**config.mk**
```make
export PLATFORM = sky130hd
export DESIGN_NAME = control_sequencer
export DESIGN_NICKNAME = d
export VERILOG_FILES = /design/src/rtl/control_sequencer_pkg.sv /design/src/rtl/control_sequencer_pc_next.sv /design/src/rtl/control_sequencer.sv
export SDC_FILE = /design/constraint.sdc
export NUM_CORES = 1
export LEC_CHECK = 0
export CAP_MARGIN = 40
export CORE_AREA = 2 2 102 104
export DETAILED_ROUTE_END_ITERATION = 8
export DIE_AREA = 0 0 104 106
export DONT_BUFFER_PORTS = 1
export PLACE_DENSITY = 0.82
export RECOVER_POWER = 50
export SETUP_SLACK_MARGIN = 0.1
export SYNTH_ARGS = -nofsm -noshare
export SYNTH_HDL_FRONTEND = slang
export SYNTH_SLANG_ARGS = --single-unit
```
**constraint.sdc**
```tcl
create_clock -name clk -period 2.95 [get_ports clk]
set_clock_uncertainty 0.1 [all_clocks]
set_input_delay 0.59 -clock clk [delete_from_list [all_inputs] [get_ports clk]]
set_output_delay 0.59 -clock clk [all_outputs]
set_load 0.005 [all_outputs]
```
**src/rtl/control_sequencer_pkg.sv**
```systemverilog
// Shared types and constants for the control sequencer and the decode FSM.
package control_sequencer_pkg;

   typedef enum logic [2:0] {
      ST_IDLE,
      ST_FETCH,
      ST_P0,
      ST_P1,
      ST_P2,
      ST_P3,
      ST_HALT
   } state_t;

   localparam logic [7:0] S_NONE = 8'h00;
   localparam logic [7:0] S_P0   = 8'h01;
   localparam logic [7:0] S_P1   = 8'h02;
   localparam logic [7:0] S_P2   = 8'h04;
   localparam logic [7:0] S_P3   = 8'h08;

   localparam logic [6:0] OP_ADD = 7'b0110011;
   localparam logic [6:0] OP_BEQ = 7'b1100011;
   localparam logic [6:0] OP_LW  = 7'b0000011;
   localparam logic [6:0] OP_SW  = 7'b0100011;

   localparam logic [31:0] PC_STEP  = 32'd4;
   localparam logic [31:0] RESET_PC = 32'h0000_0000;

   function automatic logic is_legal_op(input logic [6:0] op);
      return (op == OP_ADD) || (op == OP_BEQ) || (op == OP_LW) || (op == OP_SW);
   endfunction

endpackage

```
**src/rtl/control_sequencer_pc_next.sv**
```systemverilog
// Combinational next-PC: sequential step, or branch target when take_br is set.
module control_sequencer_pc_next
   import control_sequencer_pkg::*;
(
   input  logic [31:0] pc,
   input  logic [31:0] br_off,
   input  logic        take_br,
   output logic [31:0] pc_nxt
);

   // Plain 32-bit adds: wrap-around modulo 2^32 is intended.
   assign pc_nxt = take_br ? (pc + br_off) : (pc + PC_STEP);

endmodule

```
**src/rtl/control_sequencer.sv**
```systemverilog
// Fetch/phase sequencer: fetches an instruction word, then steps the decode FSM
// through one-hot phases S0..S3 and advances the PC; illegal opcodes halt until reset.
module control_sequencer
   import control_sequencer_pkg::*;
(
   input  logic        clk,
   input  logic        rst,
   input  logic        run,
   input  logic [6:0]  OpI,
   input  logic        br_taken,
   input  logic [31:0] br_off,
   input  logic        mem_ack,
   input  logic [31:0] mem_rdata,
   output logic        mem_req,
   output logic [31:0] mem_addr,
   output logic [7:0]  S,
   output logic [31:0] datain,
   output logic [31:0] PC,
   output logic        halt
);

   state_t      state_q, state_d;
   logic [31:0] pc_q, pc_d;
   logic [31:0] datain_q, datain_d;
   logic        is_beq;
   logic        take_br;
   logic [31:0] pc_nxt;

   assign is_beq = (OpI == OP_BEQ);

   control_sequencer_pc_next u_pc_next (
      .pc      (pc_q),
      .br_off  (br_off),
      .take_br (take_br),
      .pc_nxt  (pc_nxt)
   );

   always_ff @(posedge clk or posedge rst) begin
      if (rst) begin
         state_q <= ST_IDLE;
      end else begin
         state_q <= state_d;
      end
   end

   always_comb begin
      state_d = state_q;
      unique case (state_q)
         ST_IDLE:  if (run) state_d = ST_FETCH;
         ST_FETCH: if (mem_ack) state_d = ST_P0;
         ST_P0:    state_d = ST_P1;
         ST_P1:    state_d = is_legal_op(OpI) ? ST_P2 : ST_HALT;
         ST_P2:    begin
            if (is_beq) state_d = run ? ST_FETCH : ST_IDLE;
            else        state_d = ST_P3;
         end
         ST_P3:    state_d = run ? ST_FETCH : ST_IDLE;
         ST_HALT:  state_d = ST_HALT;
         default:  state_d = ST_IDLE;
      endcase
   end

   always_comb begin
      mem_req  = (state_q == ST_FETCH);
      mem_addr = mem_req ? pc_q : '0;
      halt     = (state_q == ST_HALT);
      unique case (state_q)
         ST_P0:   S = S_P0;
         ST_P1:   S = S_P1;
         ST_P2:   S = S_P2;
         ST_P3:   S = S_P3;
         default: S = S_NONE;
      endcase
   end

   // PC only moves at end of instruction: P2 for beq, P3 otherwise.
   always_comb begin
      pc_d     = pc_q;
      datain_d = datain_q;
      take_br  = (state_q == ST_P2) && is_beq && br_taken;
      if ((state_q == ST_FETCH) && mem_ack) begin
         datain_d = mem_rdata;
      end
      if (((state_q == ST_P2) && is_beq) || (state_q == ST_P3)) begin
         pc_d = pc_nxt;
      end
   end

   always_ff @(posedge clk or posedge rst) begin
      if (rst) begin
         pc_q     <= RESET_PC;
         datain_q <= '0;
      end else begin
         pc_q     <= pc_d;
         datain_q <= datain_d;
      end
   end

   assign PC     = pc_q;
   assign datain = datain_q;

endmodule
```
# [Word-level counts from Yosys, hierarchy flattened]
# Cells that the tools add are included.
[op_classes] n_eq_ne=12 multipliers=0 n_lt_le_gt_ge=0 mux=9 n_reduce_logical=9 bitwise=0 div=0 n_shift=0 add_sub_neg=2
[ops] operator="$mux 32" n=2
[ops] operator="$add 32x3->32 const B" n=1
[ops] operator="$add 32x32->32" n=1
[ops] operator="$pmux 3 s7" n=1
[ops] operator="$pmux 4 s4" n=1
[ops] operator="$eq 7x6->1 const B" n=2
[ops] operator="$eq 3x3->1 const B" n=3
[ops] operator="$mux 3" n=3
[ops] operator="$eq 7x2->1 const B" n=1
[ops] operator="$eq 7x7->1 const B" n=1
[ops] operator="$eq 3x2->1 const B" n=2
[ops] operator="$logic_or 1x1->1" n=4
[ops] operator="$ne 2x2->1 const B" n=2
[ops] operator="$eq 3x1->1 const B" n=1
[ops] operator="$logic_and 1x1->1" n=3
[ops] operator="$logic_not 3->1" n=1
[ops] operator="$mux 2" n=1
[ops] operator="$reduce_and 2->1" n=1
[ops] operator="$mux 1" n=1
[word_totals] latch_bits=0 rom_bits=0 mem_bits_rw=0 reg_bits=67 inputBits=76 mem_count=0 out_inout_bits=106

# [Depth between registers and ports, before layout]
# Gate-level depths: netlist of the first run.
[logic_depth] depth_word=6 depth_mapped=11 ltp_nobuf=11

# [Modules after synthesis]
# Synthesis of the first run repeated with hierarchy kept, for this count alone.
[hier_totals] cells_unflattened=596 hier_area_um2=5506.5
[by_module_without_submodules] module="control_sequencer" cells_per_inst=209 n_inst=1 area_each_um2=2945.3
[by_module_without_submodules] module="control_sequencer_pc_next" cells_per_inst=387 n_inst=1 area_each_um2=2561.2

# [Least setup slack after synthesis of the first run]
# OpenSTA, ideal clock, no wires.
[synth_path] path_kind="input -> register" from="in br_off[0]" to="reg pc_q[30], in the netlist PC[30]" required_ns=2.781 path_stages=11 path_buffers=0 setup_slack_ns=-0.157 t_arrival_ns=2.938 cell_sequence="ha_1 -> inv_1 -> fa_1 -> and2b_1 -> o31a_2 -> o21ai_2 -> a2111oi_4 -> o2111ai_2 -> a31o_1 -> or4_1 -> nand3_1"
[synth_between] elab_chain_len=2
[synth_lines] item="from (decl)" line_no="control_sequencer.sv:11" source="input logic [31:0] br_off,"
[synth_lines] item="$add 32x32->32" line_no="control_sequencer_pc_next.sv:12" source="assign pc_nxt = take_br ? (pc + br_off) : (pc + PC_STEP);"
[synth_lines] item="$mux 32" line_no="control_sequencer_pc_next.sv:12"
[synth_lines] item="to (signal assigned)" line_no="control_sequencer.sv:94" source="pc_q <= pc_d;"
[synth_lines] item="to (decl)" line_no="control_sequencer.sv:23" source="logic [31:0] pc_q, pc_d;"
# No other way between the ends.
# A chain may end at the register's enable or synchronous reset.

# [Final worst setup path of the first run]
[layout_path] from="reg pc_q[0], in the netlist PC[0]" to="reg pc_q[30], in the netlist PC[30]"
[layout_between] elab_chain_len=2
[layout_lines] item="$add 32x3->32 / $add 32x32->32 (equally long branches)" line_no="control_sequencer_pc_next.sv:12"
[layout_lines] item="$mux 32 (*)" line_no="control_sequencer_pc_next.sv:12"
# Every way passes the cells marked *; elsewhere a longest branch is shown, timed or not.

==> reports/summary.log, run 1 <==
qor: logic_synthesis.synth_top_area_cell sky130_fd_sc_hd__dfrtp_1
qor: outcome.run_status finished with violations
qor: logic_synthesis.number_of_synthesized_register_bits 67
qor: sta.max_transition_margin -12.3%
qor: sta.grt_setup_unrepaired true
qor: outcome.violations max-capacitance violations, max-slew violations
qor: floorplanning.dieWidth 104 um
qor: sta.final.period_utilization 96.9%
qor: cells_and_area.flow.area_growth_from_synthesis 17.3%
qor: logic_synthesis.ys_seq_area_share 31.5%
qor: clocking.cts_hold_repair.buffers 0
qor: logic_synthesis.synth_top_cell_area_share 31.5%
qor: routing.routedWlPerCell 20.8 um
qor: clocking.clk_pin_slew_worst_paths 0.08 ns
qor: clocking.tritoncts.num_buffers 9
qor: clocking.max-clock-path-buffers 2
qor: logic_synthesis.synthesis.area_per_instance 8.40 sq um
qor: floorplanning.core 10000 sq um
qor: floorplanning.row_count 37
qor: worst_setup_path.worstPathMaxFanout 3
qor: worst_setup_path.setup.worst_path.class reg -> reg
qor: sta.period_minus_slack 2.86 ns
qor: clocking.tritoncts yes
qor: grt.global_route.usage.total 30.3%
qor: clocking.clock_tree.htree_level_count 3
qor: floorplanning.die-area 11000 sq um
qor: placed_design.place_congestion 0.970
qor: sta.setup_violations 0
qor: floorplanning.num_io_pins 182
qor: routing.detail_route.wirelength 17200 um
qor: worst_setup_path.critical_path.startpoint_type flop
qor: sta.timing_worst_slew_pin_value 1.68 ns
qor: pwr.power_density 598 nW/um^2
qor: placed_design.port-buffer-count 0
qor: grt.grt_overflow 0
qor: min_path.holdCritPathClass in -> reg
qor: clocking.clk_latency 0.36 ns
qor: logic_synthesis.synthCells 633
qor: clocking.clock-sinks 67
qor: grt.grt_max_degree 68
qor: sta.maxClockFrequency 350 MHz
qor: pwr.static_leakage 2.79 nW
qor: worst_setup_path.cp.required 3.15 ns
qor: cells_and_area.nNetsFinal 797
qor: clocking.clockRootBuffer sky130_fd_sc_hd__clkbuf_8
qor: cells_and_area.diodes 0
qor: logic_synthesis.synth.top_cells.by_area sky130_fd_sc_hd__dfrtp_1, sky130_fd_sc_hd__ha_1, sky130_fd_sc_hd__a21oi_1, sky130_fd_sc_hd__mux2_2, sky130_fd_sc_hd__and2_1
qor: routing.initial_drt_pass_iterations 5
qor: routing.vias 5369
qor: routing.detail-route-antenna-nets 0
qor: routing.via_per_inst 6.48
qor: grt.grt_first_pass_wirelength 26600 um
qor: pwr.power.ir.vdd_worst 0.315 mV
qor: worst_setup_path.cp_data_arrival_time 3.06 ns
qor: routing.route.top_layer_used met4
qor: logic_synthesis.synth-main-ff-cell sky130_fd_sc_hd__dfrtp_1
qor: cells_and_area.final_layout_size_suffix_gt1_share 20.6%
qor: sta.timing.final.max_slew_violations 68
qor: logic_synthesis.netlist_area 5320 sq um
qor: routing.drc_errors 0
qor: routing.wl_met3 1850 um
qor: routing.drt-initial-drc-count 630
qor: logic_synthesis.ys_top_cells_by_count sky130_fd_sc_hd__a21oi_1, sky130_fd_sc_hd__dfrtp_1, sky130_fd_sc_hd__nand2_1
qor: floorplanning.die_h 106 um
qor: routing.route.layer.met1.wl 6840 um
qor: worst_setup_path.critical_path.endpoint_type flop
qor: logic_synthesis.number_of_synthesized_flops_with_an_enable_pin 0
qor: logic_synthesis.synth.most_common_cell sky130_fd_sc_hd__a21oi_1
qor: grt.grt_pass1_vias 5165
qor: sta.final-hold-violation-count 0
qor: sta.hold_slack 0.284 ns
qor: floorplanning.initial_utilization 53.2%
qor: logic_synthesis.synth.yosys.warnings 0
qor: job.timing.max_cap.violations 1
qor: logic_synthesis.synth_cell_type_count 65
qor: grt.antenna_found_initial 0
qor: routing.met2RoutedLength 8010 um
qor: pwr.design_power_total 3.72 mW
qor: logic_synthesis.synth-async-reset-ratio 100%
qor: placed_design.dp.final_hpwl 12700 um
-- repair_timing --
item                                    4_1_cts  5_1_grt
endpoints found under the hold margin         0        0
resized for setup                             1       13
endpoints found under the setup margin        2       12
gates cloned                                  0        0
pin swaps                                     1        7
buffers inserted                              0        1
-- cell type report --
cell class / count / area [sq um]
timing repair buffer: 77 / 561
multi-input combinational: 523 / 3540
tap: 136 / 170
sequential: 67 / 1680
inverter: 10 / 37.5
fill: 885 / 3770
clock inverter: 6 / 111
clock buffer: 10 / 138
-- cell families after synthesis --
kind of cell | share of synthesized area, %
flops | 31.5
compound gates | 23.6
fa+ha+maj | 7.91
buf+inv | 3.65
simple gates | 22.1
xor+xnor | 3.95
mux | 7.16
other cells | 0.0706
-- critical path, stage by stage (launching register included) --
cell and delay (ns):
sky130_fd_sc_hd__dfrtp_1 0.39, sky130_fd_sc_hd__ha_4 0.15, sky130_fd_sc_hd__inv_2 0.04, sky130_fd_sc_hd__fa_2 0.35, sky130_fd_sc_hd__and2b_1 0.22, sky130_fd_sc_hd__o31a_2 0.19
sky130_fd_sc_hd__o21ai_2 0.09, sky130_fd_sc_hd__a2111oi_4 0.34, sky130_fd_sc_hd__o2111ai_2 0.20, sky130_fd_sc_hd__a31o_1 0.25, sky130_fd_sc_hd__or4_1 0.40, sky130_fd_sc_hd__nand3_1 0.08
-- state kept, by name, indices dropped and copies added, names as in the netlist --
name	count
state_q	3
datain	32
PC	32
-- cell usage in the layout (no fill, tap or decap), types with 5 or more instances in the layout --
cell type and count:
sky130_fd_sc_hd__a21o_1 19, sky130_fd_sc_hd__o22ai_1 5, sky130_fd_sc_hd__nor2_1 43, sky130_fd_sc_hd__nand2_1 49, sky130_fd_sc_hd__inv_1 9, sky130_fd_sc_hd__clkbuf_8 10
sky130_fd_sc_hd__buf_4 72, sky130_fd_sc_hd__a31oi_1 5, sky130_fd_sc_hd__ha_1 30, sky130_fd_sc_hd__and2_1 36, sky130_fd_sc_hd__nand4_1 14, sky130_fd_sc_hd__nor3_1 14
sky130_fd_sc_hd__o211ai_1 5, sky130_fd_sc_hd__mux2_2 32, sky130_fd_sc_hd__dfrtp_1 67, sky130_fd_sc_hd__o21ai_0 40, sky130_fd_sc_hd__a21oi_1 74, sky130_fd_sc_hd__o21bai_1 8
sky130_fd_sc_hd__a211oi_1 5, sky130_fd_sc_hd__nand3_1 27, sky130_fd_sc_hd__and3_1 15, sky130_fd_sc_hd__xnor2_1 11, sky130_fd_sc_hd__xor2_1 13
-- power breakdown --
group	internal [mW]	switching [mW]
clock	0.586	0.397
sequential	1.20	0.255
combinational	0.614	0.674
-- per-layer routing --
layer  GRT usage (%)  vias to the layer above
met5               0                        -
met4            12.7                        0
met3            7.97                       52
met2            49.9                      363
met1            37.9                     2523
li1                -                     2431
-- worst paths after layout --
kind                                    start                endpoint  slack, ns  depth (start not counted)
setup / recovery            PC[0]$_DFFE_PP0P_      PC[30]$_DFFE_PP0P_       0.09                         11
hold / removal                  mem_rdata[24]  datain[24]$_DFFE_PP0P_       0.28                          1
setup reg to reg            PC[0]$_DFFE_PP0P_      PC[30]$_DFFE_PP0P_       0.09                         11
hold reg to reg            PC[31]$_DFFE_PP0P_      PC[31]$_DFFE_PP0P_       0.42                          1
max in group asynchronous                 rst  state_q[2]$_DFFE_PP0P_       1.14                          2
min in group asynchronous                 rst       PC[6]$_DFFE_PP0P_       0.60                          2
-- metrics by stage --
stage | TNS (ns) | std cells | area (sq um) | worst slack [ns] | utilization (%)
6_report | 0 | 829 | 6230 | 0.0924 | 62.3
2_1_floorplan | 0 | 636 | 5350 | 0.0506 | -
3_3_place_gp | -0.0964 | 812 | 5940 | -0.0865 | 59.4
3_5_place_dp | -0.187 | 812 | 5940 | -0.0927 | 59.4
5_1_grt | -0.0222 | 829 | 6230 | -0.0222 | 62.3
4_1_cts | 0 | 828 | 6190 | 0.0922 | 61.9
Note: power is estimated with default switching activity, not from simulation.
==> inputs of run 2 (changes only) <==
--- a/config.mk
+++ b/config.mk
@@ -10,7 +10,7 @@
 export DETAILED_ROUTE_END_ITERATION = 8
 export DIE_AREA = 0 0 104 106
 export DONT_BUFFER_PORTS = 1
-export PLACE_DENSITY = 0.82
+export PLACE_DENSITY = 0.79
 export RECOVER_POWER = 50
 export SETUP_SLACK_MARGIN = 0.1
 export SYNTH_ARGS = -nofsm -noshare
==> constraint.sdc (replaced) <==
create_clock -name clk -period 3.71 [get_ports clk]
set_clock_uncertainty 0.1 [all_clocks]
set_input_delay 0.742 -clock clk [delete_from_list [all_inputs] [get_ports clk]]
set_output_delay 0.742 -clock clk [all_outputs]
set_load 0.005 [all_outputs]
==> run 2 against run 1 <==
Non-clock buffer count decreased by 54. Largest power group unchanged. The run still ends with max-capacitance violations, max-slew violations left. Sequential share of layout area up 2.3 points. Final area fell by 7.7%.
==> reports/summary.log, run 2 (same netlist as run 1, synthesis figures left out) <==
qor: outcome.run_status finished with violations
qor: outcome.violations max-capacitance violations, max-slew violations
qor: routing.vias 5138
qor: clocking.max-clock-path-buffers 2
qor: clocking.tritoncts yes
qor: floorplanning.die_h 106 um
qor: routing.detail-route-antenna-nets 0
qor: sta.setup_total_negative_slack 0 ns
qor: pwr.power_report.internal_total 1.80 mW
qor: clocking.cts_hold_repair.buffers 0
qor: routing.met2RoutedLength 7610 um
qor: routing.route.layer.met1.wl 6420 um
qor: cells_and_area.flow.area_growth_from_synthesis 8.17%
qor: clocking.tritoncts.num_buffers 9
qor: worst_setup_path.worstPathMaxFanout 4
qor: sta.grt_setup_unrepaired false
qor: worst_setup_path.cp_cell_sequence ha_1 -> inv_1 -> fa_1 -> and2b_1 -> o31a_2 -> o21ai_2 -> a2111oi_4 -> o2111ai_2 -> a31o_1 -> or4_1 -> nand3_1
qor: grt.antenna_found_initial 1
qor: sta.period_minus_slack 3.27 ns
qor: min_path.holdCritPathClass in -> async
qor: routing.route.top_layer_used met4
qor: routing.detail_route.wirelength 16000 um
qor: clocking.clk_latency 0.35 ns
qor: routing.routedWlPerCell 20.6 um
qor: cells_and_area.final_layout_size_suffix_gt1_share 12.1%
qor: routing.wl_met3 1530 um
qor: cells_and_area.mostFrequentLayoutCells sky130_fd_sc_hd__a21oi_1, sky130_fd_sc_hd__dfrtp_1, sky130_fd_sc_hd__nand2_1
qor: worst_setup_path.cp.required 3.89 ns
qor: placed_design.place_congestion 0.949
qor: grt.grt_max_degree 40
qor: pwr.power.switching_fraction 35.3%
qor: routing.via_per_inst 6.62
qor: clocking.postCtsSetupBuffers 0
qor: pwr.flop_pwr_share 42.7%
qor: cells_and_area.layout.cells.most_common sky130_fd_sc_hd__a21oi_1
qor: routing.initial_drt_pass_iterations 6
qor: grt.grt_overflow 0
qor: floorplanning.initial_utilization 53.2%
qor: worst_setup_path.critical_path.endpoint_type flop
qor: pwr.static_leakage 2.52 nW
qor: cells_and_area.nNetsFinal 743
qor: floorplanning.core 10000 sq um
qor: worst_setup_path.timing.critical_path.from PC[0]$_DFFE_PP0P_
qor: sta.setup_violations 0
qor: floorplanning.num_io_pins 182
qor: worst_setup_path.critical_path_capture_point PC[30]$_DFFE_PP0P_
qor: pwr.power.share.combinational 30.7%
qor: worst_setup_path.cp_data_arrival_time 3.45 ns
qor: worst_setup_path.critical_path.startpoint_type flop
qor: pwr.fraction_of_power_consumed_by_the_clock_network 26.6%
qor: pwr.power.ir.vdd_worst 0.317 mV
qor: job.timing.max_cap.violations 1
qor: sta.timing.final.max_slew_violations 40
qor: pwr.power_switching 0.982 mW
qor: sta.final-hold-violation-count 0
qor: worst_setup_path.rr_endpoint PC[30]$_DFFE_PP0P_
qor: clocking.clockRootBuffer sky130_fd_sc_hd__clkbuf_8
qor: clocking.cts_resized 0
qor: placed_design.dp.final_hpwl 11900 um
qor: routing.drc_errors 0
qor: pwr.power_density 483 nW/um^2
qor: worst_setup_path.r2r.worst_path.cells 11
qor: clocking.clock-sinks 67
qor: sta.hold_slack 0.226 ns
qor: worst_setup_path.critPathSlowestCell sky130_fd_sc_hd__or4_1
qor: floorplanning.row_count 37
qor: sta.maxClockFrequency 306 MHz
qor: sta.final.period_utilization 88.0%
qor: sta.timing_worst_slew_pin_value 2.16 ns
qor: clocking.clock_tree.htree_level_count 3
qor: worst_setup_path.crit_path_max_incr_delay 0.47 ns
qor: worst_setup_path.setup.worst_path.class reg -> reg
qor: sta.max_transition_margin -43.7%
qor: floorplanning.die-area 11000 sq um
qor: floorplanning.dieWidth 104 um
qor: placed_design.port-buffer-count 0
qor: clocking.clk_pin_slew_worst_paths 0.07 ns
qor: grt.global_route.usage.total 28.2%
qor: worst_setup_path.regToRegSetupSlack 0.44 ns
qor: routing.drt-initial-drc-count 630
qor: worst_setup_path.rr_startpoint PC[0]$_DFFE_PP0P_
qor: grt.grt_first_pass_wirelength 24600 um
qor: grt.grt_pass1_vias 4813
## run 2: worst min-delay path by stage
| stage | startpoint | to | slack, ns |
|---|---|---|---|
| after floorplan | PC[31]$_DFFE_PP0P_ | PC[31]$_DFFE_PP0P_ | 0.38 |
| after global placement | PC[31]$_DFFE_PP0P_ | PC[31]$_DFFE_PP0P_ | 0.41 |
| after detailed placement | PC[31]$_DFFE_PP0P_ | PC[31]$_DFFE_PP0P_ | 0.41 |
| after CTS | rst | datain[25]$_DFFE_PP0P_ | 0.13 |
| after global routing | rst | datain[25]$_DFFE_PP0P_ | 0.25 |
| final | rst | datain[25]$_DFFE_PP0P_ | 0.23 |
## run 2: metal layers
layer | vias to the layer above | global-route usage [%]
met2 | 346 | 47.2
li1 | 2334 | -
met1 | 2419 | 34.8
met5 | - | 0
met4 | 0 | 11.9
met3 | 39 | 6.99
## run 2: area by class of cell
class                      count  area, sq um
inverter                      10         37.5
antenna                        1         2.50
timing repair buffer          23          161
tap                          136          170
multi-input combinational    523         3460
clock buffer                  10          128
fill                         904         4250
sequential                    67         1680
clock inverter                 6          113
## run 2: power by group through the flow
| stage | combinational, mW | sequential, mW | clock [mW] |
|---|---|---|---|
| final | 0.853 | 1.19 | 0.739 |
| after global routing | 0.940 | 1.22 | 0.781 |
| after detailed placement | 0.848 | 1.20 | 0 |
| after floorplan | 0.691 | 1.11 | 0 |
| after global placement | 0.811 | 1.18 | 0 |
| after CTS | 0.853 | 1.19 | 0.748 |
## run 2: critical path, delay by kind of cell (launching register included)
family,cells,cell delay [ns]
AND/OR/NAND/NOR,3,0.80
adder cells (fa/ha/maj),2,0.62
flip-flops,1,0.42
buffers and inverters,1,0.07
AO/OA/AOI/OAI,5,1.20
## run 2: metrics by stage
step / utilization, % / setup WS (ns) / total power [mW] / cell area (sq um) / std cells
final: 57.5 / 0.444 / 2.78 / 5750 / 776
after global routing: 57.5 / 0.350 / 2.94 / 5750 / 776
after CTS: 57.7 / 0.471 / 2.79 / 5770 / 775
after detailed placement: 55.3 / 0.199 / 2.05 / 5530 / 759
after global placement: 55.1 / 0.312 / 1.99 / 5510 / 758
after floorplan: - / 0.451 / 1.80 / 5330 / 636
==> inputs of run 3 (changes only) <==
==> constraint.sdc (replaced) <==
create_clock -name clk -period 3.6 [get_ports clk]
set_clock_uncertainty 0.1 [all_clocks]
set_input_delay 0.72 -clock clk [delete_from_list [all_inputs] [get_ports clk]]
set_output_delay 0.72 -clock clk [all_outputs]
set_load 0.005 [all_outputs]
==> run 3 against run 2 <==
The run still ends with max-capacitance violations, max-slew violations left. Critical path depth stayed put. Combinational power is 4.7% higher. Count of clock-buffer cells in the layout is 1 lower. Sequential cell count stayed put. Cell count is 0.13% higher. Via count is 0.68% lower. Fmax is 2.1% higher. Sequential power hardly changed. Final area is 0.15% lower. Sequential share of layout area hardly changed. Highest routed layer unchanged.
==> reports/summary.log, run 3 (same netlist as run 1, synthesis figures left out) <==
qor: cells_and_area.post-route-util 57.4%
qor: cells_and_area.fillerInstances 904
qor: sta.maxClockFrequency 313 MHz
qor: clocking.tritoncts.num_buffers 9
qor: cells_and_area.diodes 0
qor: placed_design.place.detailed.instances 761
qor: sta.timing_worst_slew_pin_value 1.80 ns
qor: grt.grt_first_pass_wirelength 24900 um
qor: clocking.tritoncts yes
qor: clocking.max-clock-path-buffers 2
qor: pwr.power_report.internal_total 1.78 mW
qor: outcome.run_status finished with violations
qor: clocking.clk_latency 0.36 ns
qor: grt.grt_overflow 0
qor: cells_and_area.area_of_the_multi_input_gates 3460 sq um
qor: sta.setup_total_negative_slack 0 ns
qor: routing.routedWlPerCell 20.4 um
qor: min_path.hold-path-endpoint datain[9]$_DFFE_PP0P_
qor: min_path.hp-start mem_rdata[9]
qor: floorplanning.die_h 106 um
qor: clocking.clockRootBuffer sky130_fd_sc_hd__clkbuf_8
qor: worst_setup_path.regToRegSetupSlack 0.40 ns
qor: routing.drt-initial-drc-count 527
qor: pwr.power.ir.vdd_worst 0.211 mV
qor: floorplanning.die-area 11000 sq um
qor: sta.grt_setup_unrepaired false
qor: floorplanning.num_io_pins 182
qor: outcome.violations max-capacitance violations, max-slew violations
qor: routing.detail-route-antenna-nets 0
qor: floorplanning.core 10000 sq um
qor: min_path.holdPathStages 1
qor: pwr.power.share.combinational 31.8%
qor: placed_design.place_congestion 0.961
qor: sta.period_minus_slack 3.20 ns
qor: pwr.static_leakage 2.52 nW
qor: floorplanning.initial_utilization 53.2%
qor: pwr.fraction_of_power_consumed_by_the_clock_network 24.9%
qor: cells_and_area.final_cell_count_without_fillers 777
qor: worst_setup_path.critical_path.endpoint_type flop
qor: worst_setup_path.rr_endpoint PC[30]$_DFFE_PP0P_
qor: sta.max_transition_margin -20.2%
qor: placed_design.port-buffer-count 0
qor: clocking.cts_resized 0
qor: sta.final.period_utilization 88.9%
qor: worst_setup_path.critical_path.startpoint_type flop
qor: routing.detail_route.wirelength 15900 um
qor: job.timing.max_cap.violations 2
qor: placed_design.dpl_worst_slack 0.165 ns
qor: worst_setup_path.cp_data_arrival_time 3.40 ns
qor: routing.vias 5103
qor: sta.setup_violations 0
qor: pwr.power_switching 1.02 mW
qor: grt.grt_pass1_vias 4905
qor: cells_and_area.ff_latch_area 1680 sq um
qor: clocking.postCtsSetupBuffers 0
qor: worst_setup_path.cp.required 3.80 ns
qor: routing.drc_errors 0
qor: sta.timing.final.max_slew_violations 69
qor: routing.via_per_inst 6.57
qor: clocking.clock-sinks 67
qor: worst_setup_path.rr_startpoint PC[0]$_DFFE_PP0P_
qor: min_path.holdCritPathClass in -> reg
qor: floorplanning.dieWidth 104 um
qor: clocking.clk_pin_slew_worst_paths 0.08 ns
qor: sta.final-hold-violation-count 0
qor: worst_setup_path.worstPathMaxFanout 4
qor: cells_and_area.nNetsFinal 745
qor: pwr.power.switching_fraction 36.4%
qor: clocking.clock_tree.htree_level_count 3
qor: grt.global_route.usage.total 28.1%
qor: worst_setup_path.setup.worst_path.class reg -> reg
qor: pwr.flop_pwr_share 43.3%
qor: cells_and_area.layout.cells.most_common sky130_fd_sc_hd__a21oi_1
qor: clocking.cts_hold_repair.buffers 0
qor: pwr.power_density 488 nW/um^2
qor: routing.initial_drt_pass_iterations 5
qor: grt.antenna_found_initial 0
qor: worst_setup_path.r2r.worst_path.cells 11
qor: cells_and_area.mostFrequentLayoutCells sky130_fd_sc_hd__a21oi_1, sky130_fd_sc_hd__dfrtp_1, sky130_fd_sc_hd__nand2_1
qor: sta.setup_slack 0.400 ns
qor: floorplanning.row_count 37
qor: cells_and_area.flow.area_growth_from_synthesis 8.00%
qor: placed_design.dp.final_hpwl 12100 um
qor: grt.grt_max_degree 38
qor: cells_and_area.final_layout_size_suffix_gt1_share 12.6%
==> run 3: cell types whose count changed in the layout (fill, tap and decap cells not counted) <==
cell,before,now
sky130_fd_sc_hd__clkinv_4,1,0
sky130_fd_sc_hd__buf_4,20,23
sky130_fd_sc_hd__diode_2,1,0
sky130_fd_sc_hd__clkinvlp_4,0,1
sky130_fd_sc_hd__bufinv_16,3,2
sky130_fd_sc_hd__clkbuf_1,4,2
sky130_fd_sc_hd__clkinv_2,1,3
==> run 3: power by group through the flow <==
stage / clock network [mW] / logic (mW) / registers [mW]
6_report: 0.697 / 0.893 / 1.21
5_1_grt: 0.736 / 0.983 / 1.24
4_1_cts: 0.709 / 0.889 / 1.21
3_5_place_dp: 0 / 0.886 / 1.23
3_3_place_gp: 0 / 0.850 / 1.21
2_1_floorplan: 0 / 0.712 / 1.14
==> run 3: worst max-delay path by stage <==
| stage | start | end | slack [ns] |
|---|---|---|---|
| after CTS | PC[0]$_DFFE_PP0P_ | PC[30]$_DFFE_PP0P_ | 0.42 |
| after floorplan | br_off[0] | PC[30]$_DFFE_PP0P_ | 0.36 |
| after global routing | PC[0]$_DFFE_PP0P_ | PC[30]$_DFFE_PP0P_ | 0.27 |
| after detailed placement | br_off[0] | PC[30]$_DFFE_PP0P_ | 0.17 |
| final | PC[0]$_DFFE_PP0P_ | PC[30]$_DFFE_PP0P_ | 0.40 |
| after global placement | br_off[0] | PC[30]$_DFFE_PP0P_ | 0.21 |
==> run 3: cell type report <==
type                       count  share of cell area [%]
tap                          136                    2.96
sequential                    67                    29.2
clock inverter                 7                    1.59
clock buffer                   9                    2.16
inverter                      10                   0.654
timing repair buffer          25                    3.14
multi-input combinational    523                    60.3
==> run 3: per-layer routing <==
metal | up-vias | global-route usage [%] | share of wire (%) | routed length (um)
li1 | 2329 | - | - | -
met5 | - | 0 | 0 | 0
met3 | 34 | 6.13 | 10 | 1630
met1 | 2420 | 34.7 | 40 | 6270
met2 | 320 | 48.4 | 48 | 7570
met4 | 0 | 10.3 | 2.5 | 392
==> run 3: worst max-delay path, stage by stage, from the launching register on <==
cell and delay (ns):
sky130_fd_sc_hd__dfrtp_1 0.42, sky130_fd_sc_hd__ha_1 0.23, sky130_fd_sc_hd__inv_1 0.07, sky130_fd_sc_hd__fa_1 0.39
sky130_fd_sc_hd__and2b_1 0.22, sky130_fd_sc_hd__o31a_2 0.16, sky130_fd_sc_hd__o21ai_2 0.09, sky130_fd_sc_hd__a2111oi_4 0.42
sky130_fd_sc_hd__o2111ai_2 0.20, sky130_fd_sc_hd__a31o_1 0.29, sky130_fd_sc_hd__or4_1 0.47, sky130_fd_sc_hd__nand3_1 0.09
==> run 3: stage by stage <==
stage          cell area (sq um)  total power [mW]  hold WS, ns
3_5_place_dp                5530              2.11        0.407
6_report                    5740              2.80        0.417
2_1_floorplan               5330              1.86        0.377
5_1_grt                     5740              2.96        0.415
3_3_place_gp                5530              2.06        0.405
4_1_cts                     5750              2.81        0.251
